### src/rtl/tdm_pkg.sv
// Shared types and constants for the 4-channel TDM receive path.
// Contents: channel count, slot index type, receiver lock-state enum,
//           and a helper that turns a slot index into a one-hot strobe.
package tdm_pkg;

    localparam int NUM_CH = 4;

    typedef logic [1:0] slot_t;

    typedef enum logic {
        HUNT = 1'b0,
        SYNC = 1'b1
    } state_t;

    function automatic logic [NUM_CH-1:0] slot_onehot(input slot_t s);
        logic [NUM_CH-1:0] v;
        v    = '0;
        v[s] = 1'b1;
        return v;
    endfunction

endpackage

### src/rtl/tdm_deser.sv
// W-bit serial-to-parallel shifter with bit counter (MSB first).
// Latency: o_word/o_done are combinational from the bit being accepted this cycle.
// Backpressure: none; the shifter advances only when i_start or i_shift is high.
//
// Ports:
//   clk, rst_n  clock, async active-low reset
//   i_start     load i_bit as bit 0 of a fresh word (bit counter -> 1)
//   i_shift     shift i_bit in as the next bit of the current word
//   i_bit       serial data bit
//   o_cnt       bits already collected for the current word
//   o_done      this shift completes a word
//   o_word      completed word (valid when o_done)
module tdm_deser #(
    parameter int W = 8
) (
    input  logic                 clk,
    input  logic                 rst_n,
    input  logic                 i_start,
    input  logic                 i_shift,
    input  logic                 i_bit,
    output logic [$clog2(W)-1:0] o_cnt,
    output logic                 o_done,
    output logic [W-1:0]         o_word
);

    localparam int CW = $clog2(W);

    // Only W-1 bits need storing: the last bit is taken straight from i_bit.
    logic [W-2:0] r_sh;
    logic [CW-1:0] r_cnt;

    assign o_word = {r_sh, i_bit};
    assign o_done = i_shift && (r_cnt == CW'(W - 1));
    assign o_cnt  = r_cnt;

    always_ff @(posedge clk or negedge rst_n) begin
        if (!rst_n) begin
            r_sh  <= '0;
            r_cnt <= '0;
        end else if (i_start) begin
            r_sh    <= '0;
            r_sh[0] <= i_bit;
            r_cnt   <= CW'(1);
        end else if (i_shift) begin
            r_sh  <= o_word[W-2:0];
            r_cnt <= o_done ? '0 : r_cnt + CW'(1);
        end
    end

endmodule

### src/rtl/tdm_demux4.sv
// Four-channel TDM demultiplexer: locks to fsync, deserialises slots 0..3 onto d0..d3.
// Latency: word registered on the edge that accepts its last bit; valid strobes one cycle.
// Backpressure: none; din_valid low freezes all state, fsync is ignored while it is low.
//
// Ports:
//   clk, rst_n        clock, async active-low reset
//   din, din_valid    serial bit and its qualifier
//   fsync             marks the current accepted bit as slot 0 bit 0
//   d0..d3            last completed word per channel
//   valid             one-hot strobe, bit k when dk updated
//   slot              slot index of the next expected bit
//   locked            high in SYNC
//   frame_err         one-cycle pulse on a sync violation
module tdm_demux4
    import tdm_pkg::*;
#(
    parameter int W = 8
) (
    input  logic              clk,
    input  logic              rst_n,
    input  logic              din,
    input  logic              din_valid,
    input  logic              fsync,
    output logic [W-1:0]      d0,
    output logic [W-1:0]      d1,
    output logic [W-1:0]      d2,
    output logic [W-1:0]      d3,
    output logic [NUM_CH-1:0] valid,
    output logic [1:0]        slot,
    output logic              locked,
    output logic              frame_err
);

    localparam int CW = $clog2(W);

    state_t              r_state;
    state_t              w_state_nxt;
    slot_t               r_slot;
    logic [W-1:0]        r_d [NUM_CH];
    logic [NUM_CH-1:0]   r_valid;
    logic                r_err;

    logic                w_start;
    logic                w_shift;
    logic                w_err;
    logic                w_done;
    logic                w_at_start;
    logic [CW-1:0]       w_cnt;
    logic [W-1:0]        w_word;

    tdm_deser #(.W(W)) u_deser (
        .clk     (clk),
        .rst_n   (rst_n),
        .i_start (w_start),
        .i_shift (w_shift),
        .i_bit   (din),
        .o_cnt   (w_cnt),
        .o_done  (w_done),
        .o_word  (w_word)
    );

    // Position where a frame is expected to begin.
    assign w_at_start = (r_slot == slot_t'(0)) && (w_cnt == '0);

    always_ff @(posedge clk or negedge rst_n) begin
        if (!rst_n) begin
            r_state <= HUNT;
        end else begin
            r_state <= w_state_nxt;
        end
    end

    always_comb begin
        w_state_nxt = r_state;
        w_start     = 1'b0;
        w_shift     = 1'b0;
        w_err       = 1'b0;
        if (din_valid) begin
            case (r_state)
                HUNT: begin
                    if (fsync) begin
                        w_start     = 1'b1;
                        w_state_nxt = SYNC;
                    end
                end
                SYNC: begin
                    if (fsync) begin
                        // Early fsync: drop the partial word and restart the frame here.
                        w_start = 1'b1;
                        w_err   = !w_at_start;
                    end else if (w_at_start) begin
                        // Missing fsync: bit discarded, fall back to hunting.
                        w_err       = 1'b1;
                        w_state_nxt = HUNT;
                    end else begin
                        w_shift = 1'b1;
                    end
                end
                default: w_state_nxt = HUNT;
            endcase
        end
    end

    always_ff @(posedge clk or negedge rst_n) begin
        if (!rst_n) begin
            r_slot  <= '0;
            r_valid <= '0;
            r_err   <= 1'b0;
            for (int k = 0; k < NUM_CH; k++) begin
                r_d[k] <= '0;
            end
        end else begin
            r_err   <= w_err;
            r_valid <= w_done ? slot_onehot(r_slot) : '0;
            if (w_start) begin
                r_slot <= '0;
            end else if (w_done) begin
                r_slot <= r_slot + slot_t'(1);
            end
            for (int k = 0; k < NUM_CH; k++) begin
                if (w_done && (r_slot == slot_t'(k))) begin
                    r_d[k] <= w_word;
                end
            end
        end
    end

    assign d0        = r_d[0];
    assign d1        = r_d[1];
    assign d2        = r_d[2];
    assign d3        = r_d[3];
    assign valid     = r_valid;
    assign slot      = r_slot;
    assign locked    = (r_state == SYNC);
    assign frame_err = r_err;

endmodule
### config.mk
export PLATFORM = sky130hd
export DESIGN_NAME = tdm_demux4
export DESIGN_NICKNAME = d
export VERILOG_FILES = /design/src/rtl/tdm_pkg.sv /design/src/rtl/tdm_deser.sv /design/src/rtl/tdm_demux4.sv
export SDC_FILE = /design/constraint.sdc
export NUM_CORES = 1
export LEC_CHECK = 0
export ABC_AREA = 1
export BUFFER_PORTS_ARGS = -buffer_cell sky130_fd_sc_hd__buf_2
export CORE_ASPECT_RATIO = 0.6
export CORE_UTILIZATION = 40
export DETAILED_ROUTE_END_ITERATION = 8
export GPL_ROUTABILITY_DRIVEN = 0
export GPL_TIMING_DRIVEN = 1
export SLEW_MARGIN = 20
export SYNTH_ARGS = -nofsm -noshare
export SYNTH_HDL_FRONTEND = slang
export SYNTH_HIERARCHICAL = 1
export SYNTH_SLANG_ARGS = --single-unit
export TNS_END_PERCENT = 100
### constraint.sdc
create_clock -name clk -period 3.15 [get_ports clk]
set_input_delay 0.63 -clock clk [delete_from_list [all_inputs] [get_ports clk]]
set_output_delay 0.63 -clock clk [all_outputs]
set_load 0.02 [all_outputs]
# == After elaboration in Yosys (flattened, before gate mapping) ==
# Index checks and enable logic that the tools add are counted.
# W data, S select, Z words.
# totals
out_inout_bits,40
regBits,50
# classes
n_addsub,2
muxes,22
order_cmp,2
bitwise_logic,1
reduce_logical,12
n_eq_ne,4
# op_table
cell,n
$mux W7,2
$mux W1,12
$mux W3,3
$logic_and A1 B1 Y1,7
$eq A2 B2 Y1 const B,2
$mux W2,2
$mux W4,1
$reduce_bool A2 Y1,2
$add A3 B1 Y3 const B,1
$eq A3 B3 Y1 const B,1
$logic_not A3 Y1,1
$lt A2 B3 Y1 const B,1
$add A2 B1 Y2 const B,1
$demux W1 S2,1
$eq A2 B1 Y1 const B,1
$ge A2 B1 Y1 const B,1
$logic_not A2 Y1,1
$pmux W1 S2,1
$logic_not A1 Y1,1
$not A1 Y1,1

# == Depth between registers and ports, before layout ==
# Gate-level depths: netlist (run 1).
# depth
word_depth,10
depth_mapped,14
mapped_depth_nobuf,13

# == By module ==
# Netlist (run 1), hierarchy kept.
# modules_own_cells
mod,instances,cells_per_inst,seq_area_each_um2,area_each_um2
tdm_demux4,1,159,1001.0,1576.5
tdm_deser,1,51,250.2,437.9

# == Worst setup path after synthesis (run 1) ==
# Ideal clock, no wire load.
# synth_path
path_type,reg2reg
startpoint,"reg r_slot[0], in the netlist slot[0]"
endpoint,reg r_d (netlist bit d2[6])
required_time_ns,3.024
t_arrival_ns,1.982
setup_ns,0.126
setup_slack_ns,1.042
stages_incl_launch_ff,15
cell_sequence,dfrtp_1 -> inv_1 -> ha_1 -> nand2_1 -> nor2_1 -> inv_1 -> ha_1 -> inv_1 -> nor2_1 -> nand2_1 -> inv_1 -> nand2_1 -> buf_6 -> nand2_1 -> o21ai_0
# synth_via
elab_chain_cells,8
elab_cells_between_ends,9
# synth_rtl
element,line_no,text
"start, declared",tdm_demux4.sv:38,slot_t r_slot;
"start signal, assigned",tdm_demux4.sv:118,r_slot <= r_slot + slot_t'(1);
$logic_not A2 Y1,tdm_demux4.sv:63,assign w_at_start = (r_slot == slot_t'(0)) && (w_cnt == '0);
$logic_and A1 B1 Y1,tdm_demux4.sv:63,
$mux W1,tdm_demux4.sv:91,end else if (w_at_start) begin
$mux W1,tdm_demux4.sv:87,if (fsync) begin
$mux W1,tdm_demux4.sv:79,case (r_state)
$mux W1,tdm_demux4.sv:78,if (din_valid) begin
named net w_shift,tdm_demux4.sv:44,logic w_shift;
$logic_and A1 B1 Y1,tdm_deser.sv:33,assign o_done = i_shift && (r_cnt == CW'(W - 1));
named net w_done,tdm_demux4.sv:46,logic w_done;
$logic_and A1 B1 Y1,tdm_demux4.sv:121,if (w_done && (r_slot == slot_t'(k))) begin
"end signal, assigned by index",tdm_demux4.sv:122,r_d[k] <= w_word;
"end, declared",tdm_demux4.sv:39,logic [W-1:0] r_d [NUM_CH];
# The timed path passes the listed nets, and every way through them passes these cells.
# A chain may end at the register's enable or synchronous reset.

# == Worst setup path in the final report (run 1) ==
# layout_path
startpoint,"reg r_slot[0], in the netlist slot[0]"
endpoint,reg r_d (netlist bit d3[4])
# Same word-level chain as after synthesis.

==> results of run 1 <==
registers in the layout, summed over array words and instances (netlist names), 2 cells and up:
name	flops
d0	8
d1	8
d2	8
d3	8
u_deser/r_sh	7
valid	4
u_deser/o_cnt	3
slot	2
layout make-up:
type                    count  area, um2
multi-input cells         127      605.6
clock inverters             3      23.77
flip-flops and latches     50       1251
clock buffers               5      68.82
well taps                  63      78.83
inverters                  28      105.1
fillers                   461       2346
repair buffers             45      227.7
worst max-delay path, delay by kind of cell, from the launching register on:
kind	cells	cell delay, ns
buf+inv	4	0.35
flops	1	0.44
simple gates	6	0.94
fa+ha+maj	2	0.35
compound gates	1	0.09
per-stage QoR:
| stage | cell area, um2 | worst slack [ns] |
|---|---|---|
| final | 2361 | 0.8443 |
| after global routing | 2361 | 0.4885 |
| after CTS | 2361 | 0.8166 |
| after detailed placement | 2268 | 0.8468 |
| after global placement | 2268 | 0.8959 |
| after floorplan | 2014 | 1.042 |
power by group:
| part | internal (mW) | switching [mW] | leakage (nW) |
|---|---|---|---|
| clock | 0.159 | 0.225 | 0.0408 |
| sequential | 0.684 | 0.0312 | 0.687 |
| combinational | 0.0611 | 0.136 | 0.620 |
how the worst min path moves through the flow:
stage                        end  slack (ns)  cells after the start              start
2_1_floorplan  d0[0]$_DFFE_PN0P_        0.33                      0              rst_n
3_3_place_gp   d3[5]$_DFFE_PN0P_        0.46                      2  d3[5]$_DFFE_PN0P_
3_5_place_dp   d1[1]$_DFFE_PN0P_        0.47                      2  d1[1]$_DFFE_PN0P_
4_1_cts        d3[3]$_DFFE_PN0P_        0.34                      1              rst_n
5_1_grt        d3[6]$_DFFE_PN0P_        0.37                      1              rst_n
6_report       d3[6]$_DFFE_PN0P_        0.33                      1              rst_n
layer usage:
metal	global-route usage	vias up	share of wire
li1	-	744	-
met1	0.2753	676	0.58
met2	0.2227	31	0.36
met3	0.04800	4	0.045
met4	0.07253	0	0.014
met5	0	-	0
kinds of logic after synthesis:
logic type,share of synthesized area
adders and majority gates,0.04969
buffers and inverters,0.07826
and+or+nand+nor,0.1665
DFF,0.6211
AOI/OAI and AO/OA,0.08447
cells in the final DEF, fill, tap and decap left out:
master	n
inv_1	28
inv_6	1
clkinvlp_4	2
nand2_1	73
nand3_1	5
ha_1	8
nor2_4	1
nor2_2	1
a21oi_1	1
dfrtp_1	50
o21ai_0	33
buf_4	1
buf_2	44
clkbuf_8	5
nor2_1	5
==> impl_metrics.tcl, run 1 <==
set metrics [dict create \
    die-width_um 93.62 \
    yosysSeqAreaShare 0.6211 \
    ios 45 \
    r2r_cells 13 \
    relSlewSlack 0.5789 \
    yosysWarnings 6 \
    p_leak_nw 1.348 \
    whs_ns 0.3287 \
    hold_viol 0 \
    synth_edf_count 0 \
    grt_pass1_wl_mm 6.789 \
    dp_cells 313 \
    holdCritPathClass "input pin to asynchronous set/reset pin" \
    synthFlopType "dfrtp_1" \
    synth.distinct_cells 12 \
    startpoint "slot[0]$_DFFE_PN0P_" \
    first_pass_iters 4 \
    final_cells 321 \
    slowest_delay_ns 0.44 \
    synth-async-reset-ratio 1.000 \
    worst_pin_slew_ns 0.6316 \
    power_mw 1.296 \
    drt-initial-drc-count 50 \
    cp-start-kind "flip-flop" \
    dp_hpwl_mm 2.897 \
    clockBufferDepth 2 \
    critPathRequiredTime_ns 3.33 \
    clock_latency_ns 0.31 \
    h-tree-depth 2 \
    status "finished, final reports clean" \
    endpoint_kind "flip-flop" \
    final_core_util 0.5016 \
    cts-buffers-inserted 5 \
    timing.fmax_mhz 433.7 \
    hold_buffers 0 \
    maxCapViolations 0 \
    clkSinkCount 50 \
    ys_ff_latch 50 \
    rows 19 \
    rsz0062_at_grt "no" \
    cts_tree "done" \
    crit_path_end "d3[4]$_DFFE_PN0P_" \
    drc 0 \
    synth.area.top_cells "dfrtp_1, nand2_1, o21ai_0" \
    core_area_mm2 0.004707 \
    vias 1455 \
    avgSynthCellArea_um2 9.593 \
    fin_worst_skew_ns 0.009960 \
    min_period_ns 2.306 \
    diodes 0 \
    antenna_found_initial 0 \
    nets 270 \
    synth.most_common_cell "nand2_1" \
    r2r_slack_ns 0.84 \
    wl_per_cell_um 12.62 \
    die_h_um 56.97 \
    die_area_mm2 0.005333 \
    via_per_inst 4.533 \
    cts_resized 0 \
    clkTransAtPathRegs_ns 0.10 \
    power_density_mw_per_mm2 548.9 \
    start_util 0.4280 \
    grt_max_degree 29 \
    syn-cell-area_mm2 0.002014 \
    slew_viol_final 0 \
    wl_mm 4.052 \
    yosysTopAreaCell "dfrtp_1" \
    ant_nets 0 \
    syn2layout_area_growth_pct 17.20 \
    yosys-top-cells-count "nand2_1, dfrtp_1, o21ai_0, inv_1, ha_1" \
    setup_violations 0 \
    synthesis.nets 223 \
    peakVddDrop_v 0.0002430 \
    cts_post_setup_buffers_inserted 0 \
    io_buffers 44 \
    r2r-end "d3[4]$_DFFE_PN0P_" \
    drive_gt1_frac 0.2132 \
    crit_chain "inv_1 -> ha_1 -> nand2_1 -> nor2_1 -> inv_1 -> ha_1 -> inv_1 -> nor2_1 -> nand2_1 -> inv_1 -> nand2_1 -> nand2_1 -> o21ai_0" \
    grt_remaining_overflow 0 \
    path_class "flip-flop to flip-flop" \
    grt_pass1_vias 1322 \
    ctsRootBufferMaster "clkbuf_8" \
    fin_tns_setup_ns 0 \
    grt_usage 0.1749 \
    critPathMaxFanout 17 \
    min_period_over_period 0.7320 \
    cpMaxStageDelayCell "dfrtp_1" \
    reg2reg_from "slot[0]$_DFFE_PN0P_" \
    yosysTopAreaCellShare 0.6211 \
    syn_inst 210 \
    cp.arrival_ns 2.49 \
]
No activity file was read; power rests on OpenSTA's default activity.
==> inputs of run 2 (changes only) <==
ABC_AREA = 0   (was 1)
clock period = 2.1 ns   (was 3.15 ns; I/O delays follow)
==> run 2 against run 1 <==
Against the previous run: the flow now finishes with violations (setup timing); global-route usage is 0.22 points higher; routed wire length is 6.7% higher; hold slack worse by 0.23 ns; combinational power is 110% higher; critical path type unchanged; critical endpoint is now d0[5]$_DFFE_PN0P_; largest power group unchanged.
==> impl_metrics.tcl, run 2 <==
set metrics [dict create \
    combinationalPowerShare 0.183 \
    avgSynthCellArea_um2 14.71 \
    violations "setup timing" \
    layout_commonest_cell "dfrtp_1" \
    p_leak_nw 1.594 \
    dp_slack_ns -0.1093 \
    synth.area.top_cells "dfrtp_1, mux2_2, ha_1" \
    path_class "flip-flop to flip-flop" \
    diodes 0 \
    die-width_um 93.96 \
    grt_pass1_vias 1312 \
    start_util 0.4290 \
    yosysSeqAreaShare 0.6165 \
    drt-initial-drc-count 21 \
    synth.most_common_cell "dfrtp_1" \
    syn_inst 138 \
    top_layer "met4" \
    setup_violations 40 \
    worst_pin_slew_ns 0.5711 \
    synthFlopType "dfrtp_1" \
    crit_chain "inv_2 -> ha_4 -> or4b_4 -> ha_4 -> and3_4 -> and2_4 -> nand2_8 -> mux2_4" \
    ios 45 \
    endpoint_kind "flip-flop" \
    die_h_um 57.18 \
    yosysWarnings 6 \
    rsz0062_at_grt "yes" \
    min_period_over_period 1.047 \
    power_frac_clock 0.315 \
    ys_ff_latch 50 \
    yosys-top-cells-count "dfrtp_1, mux2_2, nor2_1, inv_1" \
    nets 217 \
    status "finished with violations" \
    synthesis.nets 151 \
    cpMaxStageDelayCell "or4b_4" \
    drc 0 \
    relSlewSlack 0.6193 \
    die_area_mm2 0.005372 \
    pwr-share-seq 0.503 \
    min_period_ns 2.199 \
    worst_path_most_repeated_cell "ha_4" \
    first_pass_iters 4 \
    wl_met3_um 174 \
    rows 19 \
    h-tree-depth 2 \
    yosysTopAreaCell "dfrtp_1" \
    p_sw_mw 0.6068 \
    cts-buffers-inserted 5 \
    hold_viol 0 \
    maxCapViolations 0 \
    antenna_found_initial 0 \
    layout_common_cells "dfrtp_1, buf_2, mux2_4, buf_4, nor2_1" \
    cp.arrival_ns 2.39 \
    io_buffers 44 \
    holdCritPathClass "input pin to asynchronous set/reset pin" \
    grt_usage 0.1771 \
    core_area_mm2 0.004731 \
    slowest_delay_ns 0.48 \
    wirelength_met1_mm 2.231 \
    final_cells 268 \
    synth.distinct_cells 19 \
    wl_per_cell_um 16.14 \
    fin_worst_skew_ns 0.01116 \
    slew_viol_final 0 \
    p_int_mw 1.610 \
    final_core_util 0.5932 \
    ant_nets 0 \
    cts_tree "done" \
    drive_gt1_frac 0.5951 \
    dp_hpwl_mm 3.087 \
    grt_remaining_overflow 0 \
    hold_buffers 0 \
    yosysTopAreaCellShare 0.6165 \
    critPathMaxFanout 9 \
    grt_pass1_wl_mm 6.913 \
    swShare 0.2738 \
    fin_tns_setup_ns -3.017 \
    via_per_inst 4.735 \
    syn-cell-area_mm2 0.002029 \
    synth_edf_count 0 \
    met2_length_mm 1.872 \
    wl_mm 4.325 \
    timing.fmax_mhz 454.8 \
    clockBufferDepth 2 \
    power_mw 2.216 \
    fin_ws_ns -0.09887 \
    ctsRootBufferMaster "clkbuf_8" \
    peakVddDrop_v 0.0002998 \
    clkTransAtPathRegs_ns 0.10 \
    vias 1269 \
    synth-async-reset-ratio 1.000 \
    critPathRequiredTime_ns 2.29 \
    syn2layout_area_growth_pct 38.29 \
    dp_cells 255 \
    clock_latency_ns 0.30 \
    clkSinkCount 50 \
    cp-start-kind "flip-flop" \
    power_density_mw_per_mm2 789.7 \
    grt_max_degree 29 \
]
-- run 2: cell count changes after synthesis, moves of 4 or more --
| cell | before | now |
|---|---|---|
| nand3_1 | 5 | 0 |
| inv_1 | 28 | 9 |
| nand2_2 | 0 | 4 |
| nand2_1 | 73 | 0 |
| o21ai_0 | 33 | 0 |
| mux2_2 | 0 | 32 |
| nor2_1 | 5 | 11 |
| mux2i_1 | 0 | 8 |
-- run 2: path summary, 6_finish.rpt --
path,slack [ns],cells after the start,startpoint,end
max,-0.1,8,slot[1]$_DFFE_PN0P_,d0[5]$_DFFE_PN0P_
min,0.09,1,rst_n,valid[1]$_DFF_PN0_
max reg2reg,-0.1,8,slot[1]$_DFFE_PN0P_,d0[5]$_DFFE_PN0P_
min reg2reg,0.51,1,d0[6]$_DFFE_PN0P_,d0[6]$_DFFE_PN0P_
max in group asynchronous,1.44,2,rst_n,slot[1]$_DFFE_PN0P_
min in group clk,0.34,2,din_valid,locked$_DFFE_PN0P_
-- run 2: layout make-up --
| cell class | count | area [um2] |
|---|---|---|
| multi-input combinational | 75 | 929.6 |
| clock buffer | 5 | 68.82 |
| tap | 63 | 78.83 |
| inverter | 9 | 33.78 |
| sequential | 50 | 1254 |
| timing repair buffer | 63 | 394.1 |
| clock inverter | 3 | 47.55 |
| fill | 381 | 1924 |
-- run 2: metal layers --
layer | vias to the layer above | track usage
li1 | 600 | -
met1 | 630 | 0.2591
met2 | 34 | 0.2628
met3 | 5 | 0.04267
met4 | 0 | 0.05275
met5 | - | 0
-- run 2: through the flow --
step / cell area [um2] / hold WS (ns)
6_report: 2806 / 0.09494
5_1_grt: 2806 / 0.1257
4_1_cts: 2761 / 0.1065
3_5_place_dp: 2619 / 0.4420
3_3_place_gp: 2619 / 0.4381
2_1_floorplan: 2252 / 0.1244
-- run 2: critical path: cells and delay by family (launching register included) --
kind,cells,cell delay [ns]
and+or+nand+nor,4,0.98
DFF,1,0.42
muxes,1,0.31
adders and majority gates,2,0.30
buffers and inverters,1,0.08
-- run 2: cell families (layout without fill, tap and decap cells) --
logic type	Yosys count	count (layout)	synth area share
mux	41	41	0.2244
xor+xnor	1	1	0.004316
fa+ha+maj	8	8	0.04932
buf+inv	13	80	0.03514
flops	50	50	0.6165
simple gates	21	21	0.05548
compound gates	4	4	0.01480
-- run 2: power groups by stage --
stage          combinational [mW]  clock [mW]  sequential [mW]
4_1_cts                     0.383       0.711             1.11
2_1_floorplan               0.211           0             1.15
3_3_place_gp                0.363           0             1.13
6_report                    0.405       0.697             1.11
3_5_place_dp                0.374           0             1.13
5_1_grt                     0.450       0.761             1.13
-- run 2: what timing repair did --
item,4_1_cts,5_1_grt
resized for setup,3,5
pin swaps,2,2
endpoints found under the setup margin,35,42
setup buffers,2,3
cloned,0,0
